**src/rtl/regfile_seq_pkg.sv**
```systemverilog
`default_nettype none
// ============================================================================
//  Module      : regfile_seq_pkg
//  Description : Shared constants for the register-file sequencer: opcode
//                values, ALU add code, writeback mux codes and the FSM
//                state encoding.
//  Revision    : 1.0  initial release
// ============================================================================
package regfile_seq_pkg;

   // Opcodes, Instruction[15:12]
   localparam logic [3:0] c_OP_RTYPE = 4'h0;
   localparam logic [3:0] c_OP_ADDI  = 4'h1;
   localparam logic [3:0] c_OP_MOVI  = 4'h2;
   localparam logic [3:0] c_OP_LOAD  = 4'h3;
   localparam logic [3:0] c_OP_STOR  = 4'h4;
   localparam logic [3:0] c_OP_HALT  = 4'hF;

   // ALU operation used for ADDI
   localparam logic [3:0] c_ALU_ADD = 4'h0;

   // Writeback mux select codes
   localparam logic [1:0] c_WB_ALU = 2'd0;
   localparam logic [1:0] c_WB_IMM = 2'd1;
   localparam logic [1:0] c_WB_MEM = 2'd2;

   // Sequencer states
   typedef enum logic [2:0] {
      c_ST_FETCH   = 3'd0,
      c_ST_DECODE  = 3'd1,
      c_ST_EXECUTE = 3'd2,
      c_ST_MEM     = 3'd3,
      c_ST_HALT    = 3'd4
   } seqStateT;

endpackage
`default_nettype wire

```
**src/rtl/regfile_seq_if.sv**
```systemverilog
`default_nettype none
// ============================================================================
//  Module      : regfile_seq_if
//  Description : Bus bundle between the sequencer and its environment
//                (instruction memory, data memory, RegFile + ALU datapath).
//  Ports       : master - sequencer side (drives fetch/mem requests and all
//                         datapath controls)
//                slave  - environment side (drives acks and Instruction)
//  Revision    : 1.0  initial release
// ============================================================================
interface regfile_seq_if #(
   parameter int DATA_WIDTH = 16,
   parameter int SEL_WIDTH  = 4
);
   logic                  FetchAck;
   logic [DATA_WIDTH-1:0] Instruction;
   logic                  MemAck;
   logic                  FetchReq;
   logic [DATA_WIDTH-1:0] ProgramCounter;
   logic [SEL_WIDTH-1:0]  SelectA;
   logic [SEL_WIDTH-1:0]  SelectB;
   logic [SEL_WIDTH-1:0]  SelectInput;
   logic                  WriteEnable;
   logic [3:0]            AluOp;
   logic                  UseImm;
   logic [DATA_WIDTH-1:0] Immediate;
   logic [1:0]            WbSel;
   logic                  MemReq;
   logic                  MemWrite;
   logic                  Halted;
   logic                  IllegalInst;

   modport master (
      input  FetchAck, Instruction, MemAck,
      output FetchReq, ProgramCounter, SelectA, SelectB, SelectInput,
             WriteEnable, AluOp, UseImm, Immediate, WbSel, MemReq,
             MemWrite, Halted, IllegalInst
   );

   modport slave (
      output FetchAck, Instruction, MemAck,
      input  FetchReq, ProgramCounter, SelectA, SelectB, SelectInput,
             WriteEnable, AluOp, UseImm, Immediate, WbSel, MemReq,
             MemWrite, Halted, IllegalInst
   );
endinterface
`default_nettype wire

```
**src/rtl/regfile_sequencer_instr_decoder.sv**
```systemverilog
`default_nettype none
// ============================================================================
//  Module      : instr_decoder
//  Description : Purely combinational instruction decode. Splits the word
//                into register selects, derives ALU controls, the extended
//                immediate, the writeback select and instruction class flags.
//  Ports       : i_instruction  - raw instruction word
//                o_selectA/B    - Rd / Rs fields
//                o_aluOp, o_useImm, o_immediate, o_wbSel - datapath controls
//                o_isRegWrite   - RTYPE/ADDI/MOVI (writes Rd in EXECUTE)
//                o_isLoad/o_isStore/o_isHalt/o_isIllegal - class flags
//  Revision    : 1.0  initial release
// ============================================================================
module instr_decoder
   import regfile_seq_pkg::*;
#(
   parameter int DATA_WIDTH = 16,
   parameter int SEL_WIDTH  = 4
) (
   input  logic [DATA_WIDTH-1:0] i_instruction,
   output logic [SEL_WIDTH-1:0]  o_selectA,
   output logic [SEL_WIDTH-1:0]  o_selectB,
   output logic [3:0]            o_aluOp,
   output logic                  o_useImm,
   output logic [DATA_WIDTH-1:0] o_immediate,
   output logic [1:0]            o_wbSel,
   output logic                  o_isRegWrite,
   output logic                  o_isLoad,
   output logic                  o_isStore,
   output logic                  o_isHalt,
   output logic                  o_isIllegal
);

   logic [3:0] w_opcode;
   logic [3:0] w_ext;
   logic [7:0] w_imm8;

   assign w_opcode  = i_instruction[15:12];
   assign w_ext     = i_instruction[7:4];
   assign w_imm8    = i_instruction[7:0];
   assign o_selectA = i_instruction[11:8];
   assign o_selectB = i_instruction[3:0];

   always_comb begin
      o_aluOp      = c_ALU_ADD;
      o_useImm     = 1'b0;
      o_immediate  = '0;
      o_wbSel      = c_WB_ALU;
      o_isRegWrite = 1'b0;
      o_isLoad     = 1'b0;
      o_isStore    = 1'b0;
      o_isHalt     = 1'b0;
      o_isIllegal  = 1'b0;
      case (w_opcode)
         c_OP_RTYPE: begin
            o_aluOp      = w_ext;
            o_isRegWrite = 1'b1;
         end
         c_OP_ADDI: begin
            o_useImm     = 1'b1;
            o_immediate  = {{(DATA_WIDTH-8){w_imm8[7]}}, w_imm8};
            o_isRegWrite = 1'b1;
         end
         c_OP_MOVI: begin
            o_immediate  = {{(DATA_WIDTH-8){1'b0}}, w_imm8};
            o_wbSel      = c_WB_IMM;
            o_isRegWrite = 1'b1;
         end
         c_OP_LOAD: begin
            o_wbSel  = c_WB_MEM;
            o_isLoad = 1'b1;
         end
         c_OP_STOR: o_isStore   = 1'b1;
         c_OP_HALT: o_isHalt    = 1'b1;
         default:   o_isIllegal = 1'b1;
      endcase
   end

endmodule
`default_nettype wire

```
**src/rtl/regfile_sequencer.sv**
```systemverilog
`default_nettype none
// ============================================================================
//  Module      : regfile_sequencer
//  Description : Multi-cycle FETCH/DECODE/EXECUTE/MEM/HALT controller for
//                the 16x16 RegFile + ALU datapath.
//  Ports       : Clock - rising-edge clock
//                Reset - synchronous, active-high
//                bus   - regfile_seq_if.master: fetch handshake
//                        (FetchReq/FetchAck/Instruction/ProgramCounter),
//                        data-memory handshake (MemReq/MemWrite/MemAck),
//                        RegFile selects and WriteEnable, ALU controls,
//                        writeback select, Halted and IllegalInst.
//  Revision    : 1.0  initial release
// ============================================================================
module regfile_sequencer
   import regfile_seq_pkg::*;
#(
   parameter int                    DATA_WIDTH = 16,
   parameter int                    SEL_WIDTH  = 4,
   parameter logic [DATA_WIDTH-1:0] RESET_PC   = '0
) (
   input  logic          Clock,
   input  logic          Reset,
   regfile_seq_if.master bus
);

   // Decoder outputs (decoding the word on the bus during FETCH)
   logic [SEL_WIDTH-1:0]  w_selectA;
   logic [SEL_WIDTH-1:0]  w_selectB;
   logic [3:0]            w_aluOp;
   logic                  w_useImm;
   logic [DATA_WIDTH-1:0] w_immediate;
   logic [1:0]            w_wbSel;
   logic                  w_isRegWrite;
   logic                  w_isLoad;
   logic                  w_isStore;
   logic                  w_isHalt;
   logic                  w_isIllegal;

   // Sequencer state and registered outputs
   seqStateT              r_state;
   logic [DATA_WIDTH-1:0] r_pc;
   logic                  r_fetchReq;
   logic [SEL_WIDTH-1:0]  r_selectA;
   logic [SEL_WIDTH-1:0]  r_selectB;
   logic [SEL_WIDTH-1:0]  r_selectInput;
   logic                  r_writeEnable;
   logic [3:0]            r_aluOp;
   logic                  r_useImm;
   logic [DATA_WIDTH-1:0] r_immediate;
   logic [1:0]            r_wbSel;
   logic                  r_memReq;
   logic                  r_memWrite;
   logic                  r_halted;
   logic                  r_illegalInst;
   // Class flags of the latched instruction
   logic                  r_isRegWrite;
   logic                  r_isLoad;
   logic                  r_isStore;
   logic                  r_isHalt;
   logic                  r_isIllegal;

   logic                  w_loadWrite;

   instr_decoder #(
      .DATA_WIDTH (DATA_WIDTH),
      .SEL_WIDTH  (SEL_WIDTH)
   ) uDecoder (
      .i_instruction (bus.Instruction),
      .o_selectA     (w_selectA),
      .o_selectB     (w_selectB),
      .o_aluOp       (w_aluOp),
      .o_useImm      (w_useImm),
      .o_immediate   (w_immediate),
      .o_wbSel       (w_wbSel),
      .o_isRegWrite  (w_isRegWrite),
      .o_isLoad      (w_isLoad),
      .o_isStore     (w_isStore),
      .o_isHalt      (w_isHalt),
      .o_isIllegal   (w_isIllegal)
   );

   // Load data is only valid in the MemAck cycle itself, so the load
   // writeback strobe has to follow MemAck combinationally.
   assign w_loadWrite = (r_state == c_ST_MEM) && r_isLoad && bus.MemAck;

   always_ff @(posedge Clock) begin
      if (Reset) begin
         r_state       <= c_ST_FETCH;
         r_pc          <= RESET_PC;
         r_fetchReq    <= 1'b1;
         r_selectA     <= '0;
         r_selectB     <= '0;
         r_selectInput <= '0;
         r_writeEnable <= 1'b0;
         r_aluOp       <= '0;
         r_useImm      <= 1'b0;
         r_immediate   <= '0;
         r_wbSel       <= c_WB_ALU;
         r_memReq      <= 1'b0;
         r_memWrite    <= 1'b0;
         r_halted      <= 1'b0;
         r_illegalInst <= 1'b0;
         r_isRegWrite  <= 1'b0;
         r_isLoad      <= 1'b0;
         r_isStore     <= 1'b0;
         r_isHalt      <= 1'b0;
         r_isIllegal   <= 1'b0;
      end else begin
         case (r_state)
            c_ST_FETCH: begin
               if (bus.FetchAck) begin
                  // Latch the decoded word so the datapath controls are
                  // already valid while in DECODE and stay put until the
                  // next fetch is accepted.
                  r_fetchReq   <= 1'b0;
                  r_pc         <= r_pc + 1'b1;
                  r_selectA    <= w_selectA;
                  r_selectB    <= w_selectB;
                  r_aluOp      <= w_aluOp;
                  r_useImm     <= w_useImm;
                  r_immediate  <= w_immediate;
                  r_wbSel      <= w_wbSel;
                  r_isRegWrite <= w_isRegWrite;
                  r_isLoad     <= w_isLoad;
                  r_isStore    <= w_isStore;
                  r_isHalt     <= w_isHalt;
                  r_isIllegal  <= w_isIllegal;
                  r_state      <= c_ST_DECODE;
               end
            end

            c_ST_DECODE: begin
               if (r_isRegWrite || r_isLoad) begin
                  r_selectInput <= r_selectA;
               end
               r_writeEnable <= r_isRegWrite;
               r_illegalInst <= r_isIllegal;
               r_state       <= c_ST_EXECUTE;
            end

            c_ST_EXECUTE: begin
               r_writeEnable <= 1'b0;
               r_illegalInst <= 1'b0;
               if (r_isLoad || r_isStore) begin
                  r_memReq   <= 1'b1;
                  r_memWrite <= r_isStore;
                  r_state    <= c_ST_MEM;
               end else if (r_isHalt) begin
                  r_halted <= 1'b1;
                  r_state  <= c_ST_HALT;
               end else begin
                  r_fetchReq <= 1'b1;
                  r_state    <= c_ST_FETCH;
               end
            end

            c_ST_MEM: begin
               if (bus.MemAck) begin
                  r_memReq   <= 1'b0;
                  r_memWrite <= 1'b0;
                  r_fetchReq <= 1'b1;
                  r_state    <= c_ST_FETCH;
               end
            end

            c_ST_HALT: begin
               r_state <= c_ST_HALT;
            end

            default: begin
               // Unreachable encodings recover to a clean fetch
               r_writeEnable <= 1'b0;
               r_illegalInst <= 1'b0;
               r_memReq      <= 1'b0;
               r_memWrite    <= 1'b0;
               r_fetchReq    <= 1'b1;
               r_state       <= c_ST_FETCH;
            end
         endcase
      end
   end

   assign bus.FetchReq       = r_fetchReq;
   assign bus.ProgramCounter = r_pc;
   assign bus.SelectA        = r_selectA;
   assign bus.SelectB        = r_selectB;
   assign bus.SelectInput    = r_selectInput;
   assign bus.WriteEnable    = r_writeEnable | w_loadWrite;
   assign bus.AluOp          = r_aluOp;
   assign bus.UseImm         = r_useImm;
   assign bus.Immediate      = r_immediate;
   assign bus.WbSel          = r_wbSel;
   assign bus.MemReq         = r_memReq;
   assign bus.MemWrite       = r_memWrite;
   assign bus.Halted         = r_halted;
   assign bus.IllegalInst    = r_illegalInst;

endmodule
`default_nettype wire

```
**src/flat_wrapper.sv**
```systemverilog
// flat-port wrapper written by rule: the top's interface ports become plain ports
module regfile_sequencer_flat import regfile_seq_pkg::*;
#(
   parameter int                    DATA_WIDTH = 16,
   parameter int                    SEL_WIDTH  = 4,
   parameter logic [DATA_WIDTH-1:0] RESET_PC   = '0
)
  (Clock, Reset, bus_FetchAck, bus_Instruction, bus_MemAck, bus_FetchReq, bus_ProgramCounter, bus_SelectA, bus_SelectB, bus_SelectInput, bus_WriteEnable, bus_AluOp, bus_UseImm, bus_Immediate, bus_WbSel, bus_MemReq, bus_MemWrite, bus_Halted, bus_IllegalInst);
  regfile_seq_if #(.DATA_WIDTH(DATA_WIDTH), .SEL_WIDTH(SEL_WIDTH)) bus_i ();
  input  logic Clock;
  input  logic Reset;
  input wire logic [$bits(bus_i.FetchAck)-1:0] bus_FetchAck;
  input wire logic [$bits(bus_i.Instruction)-1:0] bus_Instruction;
  input wire logic [$bits(bus_i.MemAck)-1:0] bus_MemAck;
  output wire logic [$bits(bus_i.FetchReq)-1:0] bus_FetchReq;
  output wire logic [$bits(bus_i.ProgramCounter)-1:0] bus_ProgramCounter;
  output wire logic [$bits(bus_i.SelectA)-1:0] bus_SelectA;
  output wire logic [$bits(bus_i.SelectB)-1:0] bus_SelectB;
  output wire logic [$bits(bus_i.SelectInput)-1:0] bus_SelectInput;
  output wire logic [$bits(bus_i.WriteEnable)-1:0] bus_WriteEnable;
  output wire logic [$bits(bus_i.AluOp)-1:0] bus_AluOp;
  output wire logic [$bits(bus_i.UseImm)-1:0] bus_UseImm;
  output wire logic [$bits(bus_i.Immediate)-1:0] bus_Immediate;
  output wire logic [$bits(bus_i.WbSel)-1:0] bus_WbSel;
  output wire logic [$bits(bus_i.MemReq)-1:0] bus_MemReq;
  output wire logic [$bits(bus_i.MemWrite)-1:0] bus_MemWrite;
  output wire logic [$bits(bus_i.Halted)-1:0] bus_Halted;
  output wire logic [$bits(bus_i.IllegalInst)-1:0] bus_IllegalInst;
  assign bus_i.FetchAck = bus_FetchAck;
  assign bus_i.Instruction = bus_Instruction;
  assign bus_i.MemAck = bus_MemAck;
  assign bus_FetchReq = bus_i.FetchReq;
  assign bus_ProgramCounter = bus_i.ProgramCounter;
  assign bus_SelectA = bus_i.SelectA;
  assign bus_SelectB = bus_i.SelectB;
  assign bus_SelectInput = bus_i.SelectInput;
  assign bus_WriteEnable = bus_i.WriteEnable;
  assign bus_AluOp = bus_i.AluOp;
  assign bus_UseImm = bus_i.UseImm;
  assign bus_Immediate = bus_i.Immediate;
  assign bus_WbSel = bus_i.WbSel;
  assign bus_MemReq = bus_i.MemReq;
  assign bus_MemWrite = bus_i.MemWrite;
  assign bus_Halted = bus_i.Halted;
  assign bus_IllegalInst = bus_i.IllegalInst;
  regfile_sequencer #(.DATA_WIDTH(DATA_WIDTH), .SEL_WIDTH(SEL_WIDTH), .RESET_PC(RESET_PC)) u_core (.Clock(Clock), .Reset(Reset), .bus(bus_i));
endmodule
```
**config.mk**
```make
export PLATFORM = sky130hd
export DESIGN_NAME = regfile_sequencer_flat
export DESIGN_NICKNAME = d
export VERILOG_FILES = /design/src/rtl/regfile_seq_pkg.sv /design/src/rtl/regfile_seq_if.sv /design/src/rtl/regfile_sequencer_instr_decoder.sv /design/src/rtl/regfile_sequencer.sv /design/src/flat_wrapper.sv
export SDC_FILE = /design/constraint.sdc
export NUM_CORES = 1
export LEC_CHECK = 0
export ABC_AREA = 1
export CAP_MARGIN = 20
export CORE_MARGIN = 5
export CORE_UTILIZATION = 30
export CTS_CLUSTER_SIZE = 28
export DETAILED_ROUTE_END_ITERATION = 10
export GPL_ROUTABILITY_DRIVEN = 0
export GPL_TIMING_DRIVEN = 0
export PLACE_DENSITY = 0.6
export SLEW_MARGIN = 15
export SYNTH_ARGS = -nofsm -noshare
export SYNTH_HDL_FRONTEND = slang
export SYNTH_SLANG_ARGS = --single-unit
export TNS_END_PERCENT = 50
```
**constraint.sdc**
```tcl
create_clock -name Clock -period 4.5 [get_ports Clock]
set_clock_uncertainty 0.15 [all_clocks]
set_input_delay 0.675 -clock Clock [delete_from_list [all_inputs] [get_ports Clock]]
set_output_delay 0.675 -clock Clock [all_outputs]
set_load 0.03 [all_outputs]
```
==> impl_metrics.json, run 1 <==
{
  "run_status": "complete, no violations",
  "num_rows": 34,
  "leakage_nw": 1.46,
  "unrepaired_setup_endpoints_after_global_routing": "false",
  "cpLargestDelayFamily": "buffers and inverters",
  "global_route.overflow_total": 0,
  "post-layout-total-power_mw": 1.28,
  "critPathBufInv": 2,
  "ys_seq_elements": 58,
  "cp_slowest_cell": "sky130_fd_sc_hd__clkdlybuf4s50_1",
  "global_route.usage.met2_pct": 22.2,
  "relSlewSlack_pct": 61.2,
  "clkLatencyLatePin_ns": 0.34,
  "finalSetupTns_ns": 0,
  "cts_repair_resize_count": 0,
  "grt_max_degree": 11,
  "mostFrequentLayoutCell": "sky130_fd_sc_hd__nand2_1",
  "routed_wire_per_std_cell_microns": 12.7,
  "vias": 2593,
  "swShare_pct": 27.0,
  "cap_violations": 0,
  "final_cells": 569,
  "setup.worst_path.start_class": "primary input",
  "end_kind": "primary output",
  "critical_path.max_fanout": 2,
  "fmax_mhz": 354,
  "cts_max_level": 3,
  "top_library_cells_by_usage_in_the_layout_fill_and_taps_aside": "89 x sky130_fd_sc_hd__nand2_1, 76 x sky130_fd_sc_hd__clkdlybuf4s50_1, 58 x sky130_fd_sc_hd__dfxtp_1",
  "clock_tree.root_cell": "sky130_fd_sc_hd__clkbuf_8",
  "fp.coreArea_sq_um": 8590,
  "route.detailed.vias_per_inst": 4.56,
  "slew_viol_final": 0,
  "power_density_nw_per_um2": 344,
  "required_ns": 3.67,
  "fin_crit_ns": 2.83,
  "finalSetupViolCount": 0,
  "final.period_utilization_pct": 62.8,
  "grt_pass1_vias": 2408,
  "grt_most_used_layer": "met2",
  "dpl.hpwl_microns": 5440,
  "netlist_area_before_placement_sq_um": 2600,
  "critPathMostFrequentCell": "sky130_fd_sc_hd__clkdlybuf4s50_1",
  "max_slew.worst_pin.slew_ns": 0.583,
  "synth.yosys.seq_area_share_pct": 44.7,
  "start_util_pct": 30.2,
  "netlist-cell-type-count": 27,
  "die_y_microns": 103,
  "grt_antenna_before_repair": 0,
  "met3_usage_grt_pct": 4.13,
  "io_pins": 77,
  "buffer_count_from_post_cts_setup_fixing": 0,
  "cts_made_buffers": 9,
  "antenna-diode-count": 0,
  "comb_power_share_pct": 15.0,
  "total_switching_power_mw": 0.345,
  "number_of_placed_instances_taps_included": 553,
  "clock_power_share_pct": 42.2,
  "ctsHoldBuffers": 0,
  "synthCells": 369,
  "remaining_drc_errors": 0,
  "drt_pre_antenna_iters": 4,
  "global_routing_met1_resource_utilization_pct": 16.6,
  "grt_use_total_pct": 13.8,
  "critical_path_arrival_ns": 2.00,
  "share_seq_of_total_power_pct": 42.8,
  "die_w_microns": 103,
  "max_rail_drop_vdd_mv": 0.191,
  "tritoncts": "built",
  "antenna_left": 0,
  "crit_path_max_incr_delay_ns": 0.67,
  "syn2layout_area_growth_pct": 42.9,
  "final_layout_size_suffix_gt1_share_pct": 8.24,
  "num-fill-cells": 893,
  "detailedRoute.firstIterationViolations": 86,
  "hold_class": "reg2reg",
  "nets": 477,
  "clkSlewWorstSetupHoldPaths_ns": 0.06,
  "wirelength_microns": 7250,
  "max_buffers_root_to_sink": 2,
  "synthesis.area_per_instance_sq_um": 7.04,
  "multi_input_comb_area_sq_um": 1120,
  "grt_pass1_wl_microns": 11300,
  "finish.utilization_pct": 43.2,
  "portBuffers": 76,
  "fp.dieArea_sq_um": 10600,
  "cts_sinks": 58,
  "synth_warnings": 0,
  "criticalPathCategory": "in2out",
  "holdWs_ns": 0.301,
  "power.internal_mw": 0.934,
  "hold_viol": 0,
  "seq_area_sq_um": 1160,
  "critical_path.cell_chain": "clkdlybuf4s50_1, a31o_2, clkdlybuf4s50_1",
  "synth_fp_nets": 390
}
metal layers:
| metal | vias up | share of wire, % | routed length (microns) |
|---|---|---|---|
| met2 | 52 | 47 | 3410 |
| li1 | 1347 | - | - |
| met3 | 12 | 6.1 | 442 |
| met5 | - | 0 | 0 |
| met1 | 1182 | 45 | 3230 |
| met4 | 0 | 2.3 | 167 |
stage by stage:
stage	setup WS (ns)	instance area, sq um
finish	1.67	3710
global route	1.66	3710
CTS	1.67	3710
detailed placement	1.68	3490
global placement	1.69	3490
floorplan	2.71	2600
cell type report:
| class | instances | area share, % |
|---|---|---|
| Tap cell | 108 | 3.64 |
| Inverter | 48 | 4.85 |
| Multi-Input combinational cell | 243 | 30.3 |
| Timing Repair Buffer | 76 | 20.5 |
| Clock inverter | 5 | 2.09 |
| Sequential cell | 58 | 31.3 |
| Clock buffer | 11 | 3.81 |
| Buffer | 20 | 3.61 |
path summary, 6_finish.rpt:
check / depth (start not counted) / slack [ns] / endpoint / from
hold / removal: 2 / 0.30 / u_core.bus.SelectInput[2]$_SDFFE_PP0P_ / u_core.bus.SelectInput[2]$_SDFFE_PP0P_
setup reg to reg: 8 / 2.88 / u_core.bus.ProgramCounter[8]$_SDFFE_PP0P_ / u_core.bus.ProgramCounter[1]$_SDFFE_PP0P_
setup / recovery: 3 / 1.67 / bus_WriteEnable / bus_MemAck
hold reg to reg: 2 / 0.30 / u_core.bus.SelectInput[2]$_SDFFE_PP0P_ / u_core.bus.SelectInput[2]$_SDFFE_PP0P_
power by group through the flow:
stage / logic [mW] / registers [mW] / clock network, mW
after floorplan: 0.0886 / 0.584 / 0
after global placement: 0.192 / 0.558 / 0
after detailed placement: 0.194 / 0.558 / 0
after CTS: 0.195 / 0.547 / 0.551
after global routing: 0.210 / 0.549 / 0.573
final: 0.192 / 0.547 / 0.539
flip-flops by register name, summed over array words and instances (netlist names):
signal                     count
u_core.bus.AluOp               4
u_core.bus.FetchReq            1
u_core.bus.Halted              1
u_core.bus.IllegalInst         1
u_core.bus.Immediate           9
u_core.bus.MemReq              1
u_core.bus.MemWrite            1
u_core.bus.ProgramCounter     16
u_core.bus.SelectA             4
u_core.bus.SelectB             4
u_core.bus.SelectInput         4
u_core.bus.UseImm              1
u_core.bus.WbSel               2
u_core.r_isHalt                1
u_core.r_isIllegal             1
u_core.r_isLoad                1
u_core.r_isRegWrite            1
u_core.r_isStore               1
u_core.r_state                 3
u_core.r_writeEnable           1
Yosys cell counts:
cell type,count,area (sq um)
sky130_fd_sc_hd__nand2_1,89,334
sky130_fd_sc_hd__xnor2_1,1,8.76
sky130_fd_sc_hd__dfxtp_1,58,1160
sky130_fd_sc_hd__buf_4,11,82.6
sky130_fd_sc_hd__or2_2,2,12.5
sky130_fd_sc_hd__a21oi_1,41,205
sky130_fd_sc_hd__nor2_1,48,180
sky130_fd_sc_hd__nand4_1,9,56.3
sky130_fd_sc_hd__o21bai_1,1,7.51
sky130_fd_sc_hd__o21ai_1,1,5.00
sky130_fd_sc_hd__inv_1,47,176
sky130_fd_sc_hd__buf_1,2,7.51
sky130_fd_sc_hd__nor3b_1,1,7.51
sky130_fd_sc_hd__buf_6,2,22.5
sky130_fd_sc_hd__a31oi_1,1,6.26
sky130_fd_sc_hd__nand3_1,25,125
sky130_fd_sc_hd__clkbuf_1,3,11.3
sky130_fd_sc_hd__a31o_2,1,8.76
sky130_fd_sc_hd__nor2_4,3,33.8
sky130_fd_sc_hd__inv_2,1,3.75
sky130_fd_sc_hd__buf_2,2,10.0
sky130_fd_sc_hd__o21ai_0,11,55.1
sky130_fd_sc_hd__a22oi_1,3,22.5
sky130_fd_sc_hd__ha_1,1,12.5
sky130_fd_sc_hd__nand3_4,1,17.5
sky130_fd_sc_hd__o211ai_1,2,15.0
sky130_fd_sc_hd__nor3_1,2,10.0
cells by family (layout without fill, tap and decap cells):
family | after synthesis | count (layout) | share of synthesized area (%)
fa+ha+maj | 1 | 1 | 0.481
simple gates | 180 | 180 | 29.9
xor+xnor | 1 | 1 | 0.337
flops | 58 | 58 | 44.7
buf+inv | 68 | 160 | 12.1
compound gates | 61 | 61 | 12.5
worst register-to-register path: stages (launching register included):
cell                      delay, ns
sky130_fd_sc_hd__dfxtp_1       0.40
sky130_fd_sc_hd__ha_1          0.26
sky130_fd_sc_hd__inv_1         0.07
sky130_fd_sc_hd__nor2_1        0.11
sky130_fd_sc_hd__nand2_1       0.09
sky130_fd_sc_hd__nor2_4        0.15
sky130_fd_sc_hd__nand2_1       0.08
sky130_fd_sc_hd__o21ai_0       0.15
sky130_fd_sc_hd__nor2_1        0.05
Note: power is estimated with default switching activity, not from simulation.
==> run 2, diff against run 1 <==
--- a/config.mk
+++ b/config.mk
@@ -13,7 +13,7 @@
 export DETAILED_ROUTE_END_ITERATION = 10
 export GPL_ROUTABILITY_DRIVEN = 0
 export GPL_TIMING_DRIVEN = 0
-export PLACE_DENSITY = 0.6
+export PLACE_DENSITY = 0.62
 export SLEW_MARGIN = 15
 export SYNTH_ARGS = -nofsm -noshare
 export SYNTH_HDL_FRONTEND = slang
==> constraint.sdc (replaced) <==
create_clock -name Clock -period 2.6 [get_ports Clock]
set_clock_uncertainty 0.15 [all_clocks]
set_input_delay 0.39 -clock Clock [delete_from_list [all_inputs] [get_ports Clock]]
set_output_delay 0.39 -clock Clock [all_outputs]
set_load 0.03 [all_outputs]
==> run 2 against run 1 <==
Compared with the run above: design area down 0.91%; sequential cell count unchanged; sequential share of layout area up 0.29 points; power up 63%; non-clock buffer count unchanged; sequential power up 73%; highest routed layer unchanged; via count up 0.42%; critical path depth up 1; largest cell class unchanged; combinational power up 72%; routed wire length down 0.41%; setup slack worse by 1.5 ns; clock-buffer cell count up 1.
==> impl_metrics.json, run 2 (synthesis gave the netlist of run 1 again) <==
{
  "final_critical_path_setup_slack_ns": 0.139,
  "final_cells": 568,
  "power_density_nw_per_um2": 567,
  "grt_use_total_pct": 14.0,
  "hold_class": "reg2reg",
  "holdWs_ns": 0.298,
  "fp.coreArea_sq_um": 8590,
  "num_rows": 34,
  "critical_path.max_fanout": 7,
  "remaining_drc_errors": 0,
  "final_layout_size_suffix_gt1_share_pct": 7.83,
  "grt_pass1_wl_microns": 11500,
  "finalInstanceArea_sq_um": 3680,
  "rr_startpoint": "u_core.bus.ProgramCounter[1]$_SDFFE_PP0P_",
  "start_util_pct": 30.2,
  "fmax_mhz": 406,
  "cap_violations": 0,
  "worst_r2r_endpoint": "u_core.bus.ProgramCounter[8]$_SDFFE_PP0P_",
  "antenna-diode-count": 0,
  "cts_repair_resize_count": 0,
  "final.period_utilization_pct": 94.7,
  "mostFrequentLayoutCell": "sky130_fd_sc_hd__nand2_1",
  "relSlewSlack_pct": 61.8,
  "top_library_cells_by_usage_in_the_layout_fill_and_taps_aside": "89 x sky130_fd_sc_hd__nand2_1, 76 x sky130_fd_sc_hd__clkdlybuf4s50_1, 58 x sky130_fd_sc_hd__dfxtp_1",
  "nets": 477,
  "slew_viol_final": 0,
  "cts_made_buffers": 9,
  "syn2layout_area_growth_pct": 41.6,
  "grt_max_degree": 11,
  "finalSetupTns_ns": 0,
  "clkSlewWorstSetupHoldPaths_ns": 0.06,
  "drt_pre_antenna_iters": 4,
  "max_slew.worst_pin.slew_ns": 0.570,
  "die_y_microns": 103,
  "route.detailed.vias_per_inst": 4.58,
  "number_of_placed_instances_taps_included": 553,
  "routed_wire_per_std_cell_microns": 12.7,
  "post-layout-total-power_mw": 2.09,
  "largest_register_ff_count": 16,
  "finish.utilization_pct": 42.8,
  "ctsHoldBuffers": 0,
  "antenna_left": 0,
  "grt_pass1_vias": 2478,
  "clkLatencyLatePin_ns": 0.33,
  "run_status": "complete, no violations",
  "required_ns": 2.06,
  "critical_path_arrival_ns": 1.92,
  "unrepaired_setup_endpoints_after_global_routing": "false",
  "finalSetupViolCount": 0,
  "die_w_microns": 103,
  "clock_tree.root_cell": "sky130_fd_sc_hd__clkbuf_8",
  "global_route.usage.met2_pct": 23.3,
  "worst_hold_startpoint": "u_core.bus.Halted$_SDFFE_PP0P_",
  "grt_most_used_layer": "met2",
  "global_routing_met1_resource_utilization_pct": 16.3,
  "postPlaceCellArea_sq_um": 3490,
  "criticalPathCategory": "reg2out",
  "wirelength_microns": 7220,
  "cts_max_level": 3,
  "vias": 2604,
  "ff2ff_path_depth": 8,
  "portBuffers": 76,
  "max_buffers_root_to_sink": 2,
  "global_route.overflow_total": 0,
  "setup.worst_path.start_class": "flop",
  "leakage_nw": 1.44,
  "worst_setup_slack_for_register_to_register_paths_ns": 0.95,
  "buffer_count_from_post_cts_setup_fixing": 0,
  "detailedRoute.firstIterationViolations": 86,
  "cts_sinks": 58,
  "post-place-ws_ns": 0.350,
  "end_kind": "primary output",
  "timing.hold.worst_path_depth": 2,
  "grt_antenna_before_repair": 0,
  "met3_usage_grt_pct": 4.94,
  "fp.dieArea_sq_um": 10600,
  "io_pins": 77,
  "tritoncts": "built",
  "hold_end": "u_core.bus.Halted$_SDFFE_PP0P_",
  "max_rail_drop_vdd_mv": 0.317,
  "fin_crit_ns": 2.46,
  "hold_viol": 0,
  "dpl.hpwl_microns": 5420
}
-- run 2: cell type report --
cell class,count,area (sq um)
Sequential cell,58,1160
Multi-Input combinational cell,243,1120
Clock inverter,3,40.0
Inverter,48,180
Clock buffer,12,145
Tap cell,108,135
Timing Repair Buffer,76,761
Fill cell,905,4910
Buffer,20,134
-- run 2: power by group --
part           leakage [nW]  switching [mW]  internal, mW  total (mW)
Combinational         0.876           0.199         0.132       0.331
Sequential            0.470          0.0259         0.921       0.947
Clock                0.0962           0.348         0.461       0.809
Total                  1.44           0.573          1.51        2.09
-- run 2: worst max-delay path by stage --
stage | startpoint | endpoint | slack, ns | cells past startpoint
3_5_place_dp | bus_MemAck | bus_WriteEnable | 0.35 | 3
5_1_grt | u_core.r_state[1]$_SDFFE_PP0P_ | bus_WriteEnable | 0.05 | 4
4_1_cts | u_core.r_state[1]$_SDFFE_PP0P_ | bus_WriteEnable | 0.14 | 4
6_report | u_core.r_state[1]$_SDFFE_PP0P_ | bus_WriteEnable | 0.14 | 4
3_3_place_gp | Reset | u_core.r_state[0]$_SDFFE_PP0P_ | 0.36 | 4
2_1_floorplan | u_core.bus.ProgramCounter[1]$_SDFFE_PP0P_ | u_core.bus.ProgramCounter[8]$_SDFFE_PP0P_ | 0.91 | 8
-- run 2: critical path, stage by stage (launching register included) --
cell and delay, ns:
sky130_fd_sc_hd__dfxtp_1 0.50, sky130_fd_sc_hd__nand2_1 0.09, sky130_fd_sc_hd__nor2_1 0.16, sky130_fd_sc_hd__a31o_2 0.18, sky130_fd_sc_hd__clkdlybuf4s50_1 0.66
-- run 2: per-layer routing --
metal	wire, microns	share of wire (%)
met5	0	0
met4	96	1.3
met3	449	6.2
met2	3450	48
met1	3220	45
==> run 3, diff against run 2 <==
--- a/config.mk
+++ b/config.mk
@@ -9,9 +9,9 @@
 export CAP_MARGIN = 20
 export CORE_MARGIN = 5
 export CORE_UTILIZATION = 30
+export CTS_CLUSTER_DIAMETER = 100
 export CTS_CLUSTER_SIZE = 28
 export DETAILED_ROUTE_END_ITERATION = 10
-export GPL_ROUTABILITY_DRIVEN = 0
 export GPL_TIMING_DRIVEN = 0
 export PLACE_DENSITY = 0.62
 export SLEW_MARGIN = 15
==> results of run 3 <==
Final layout, timing and power as in run 2 (identical DEF).
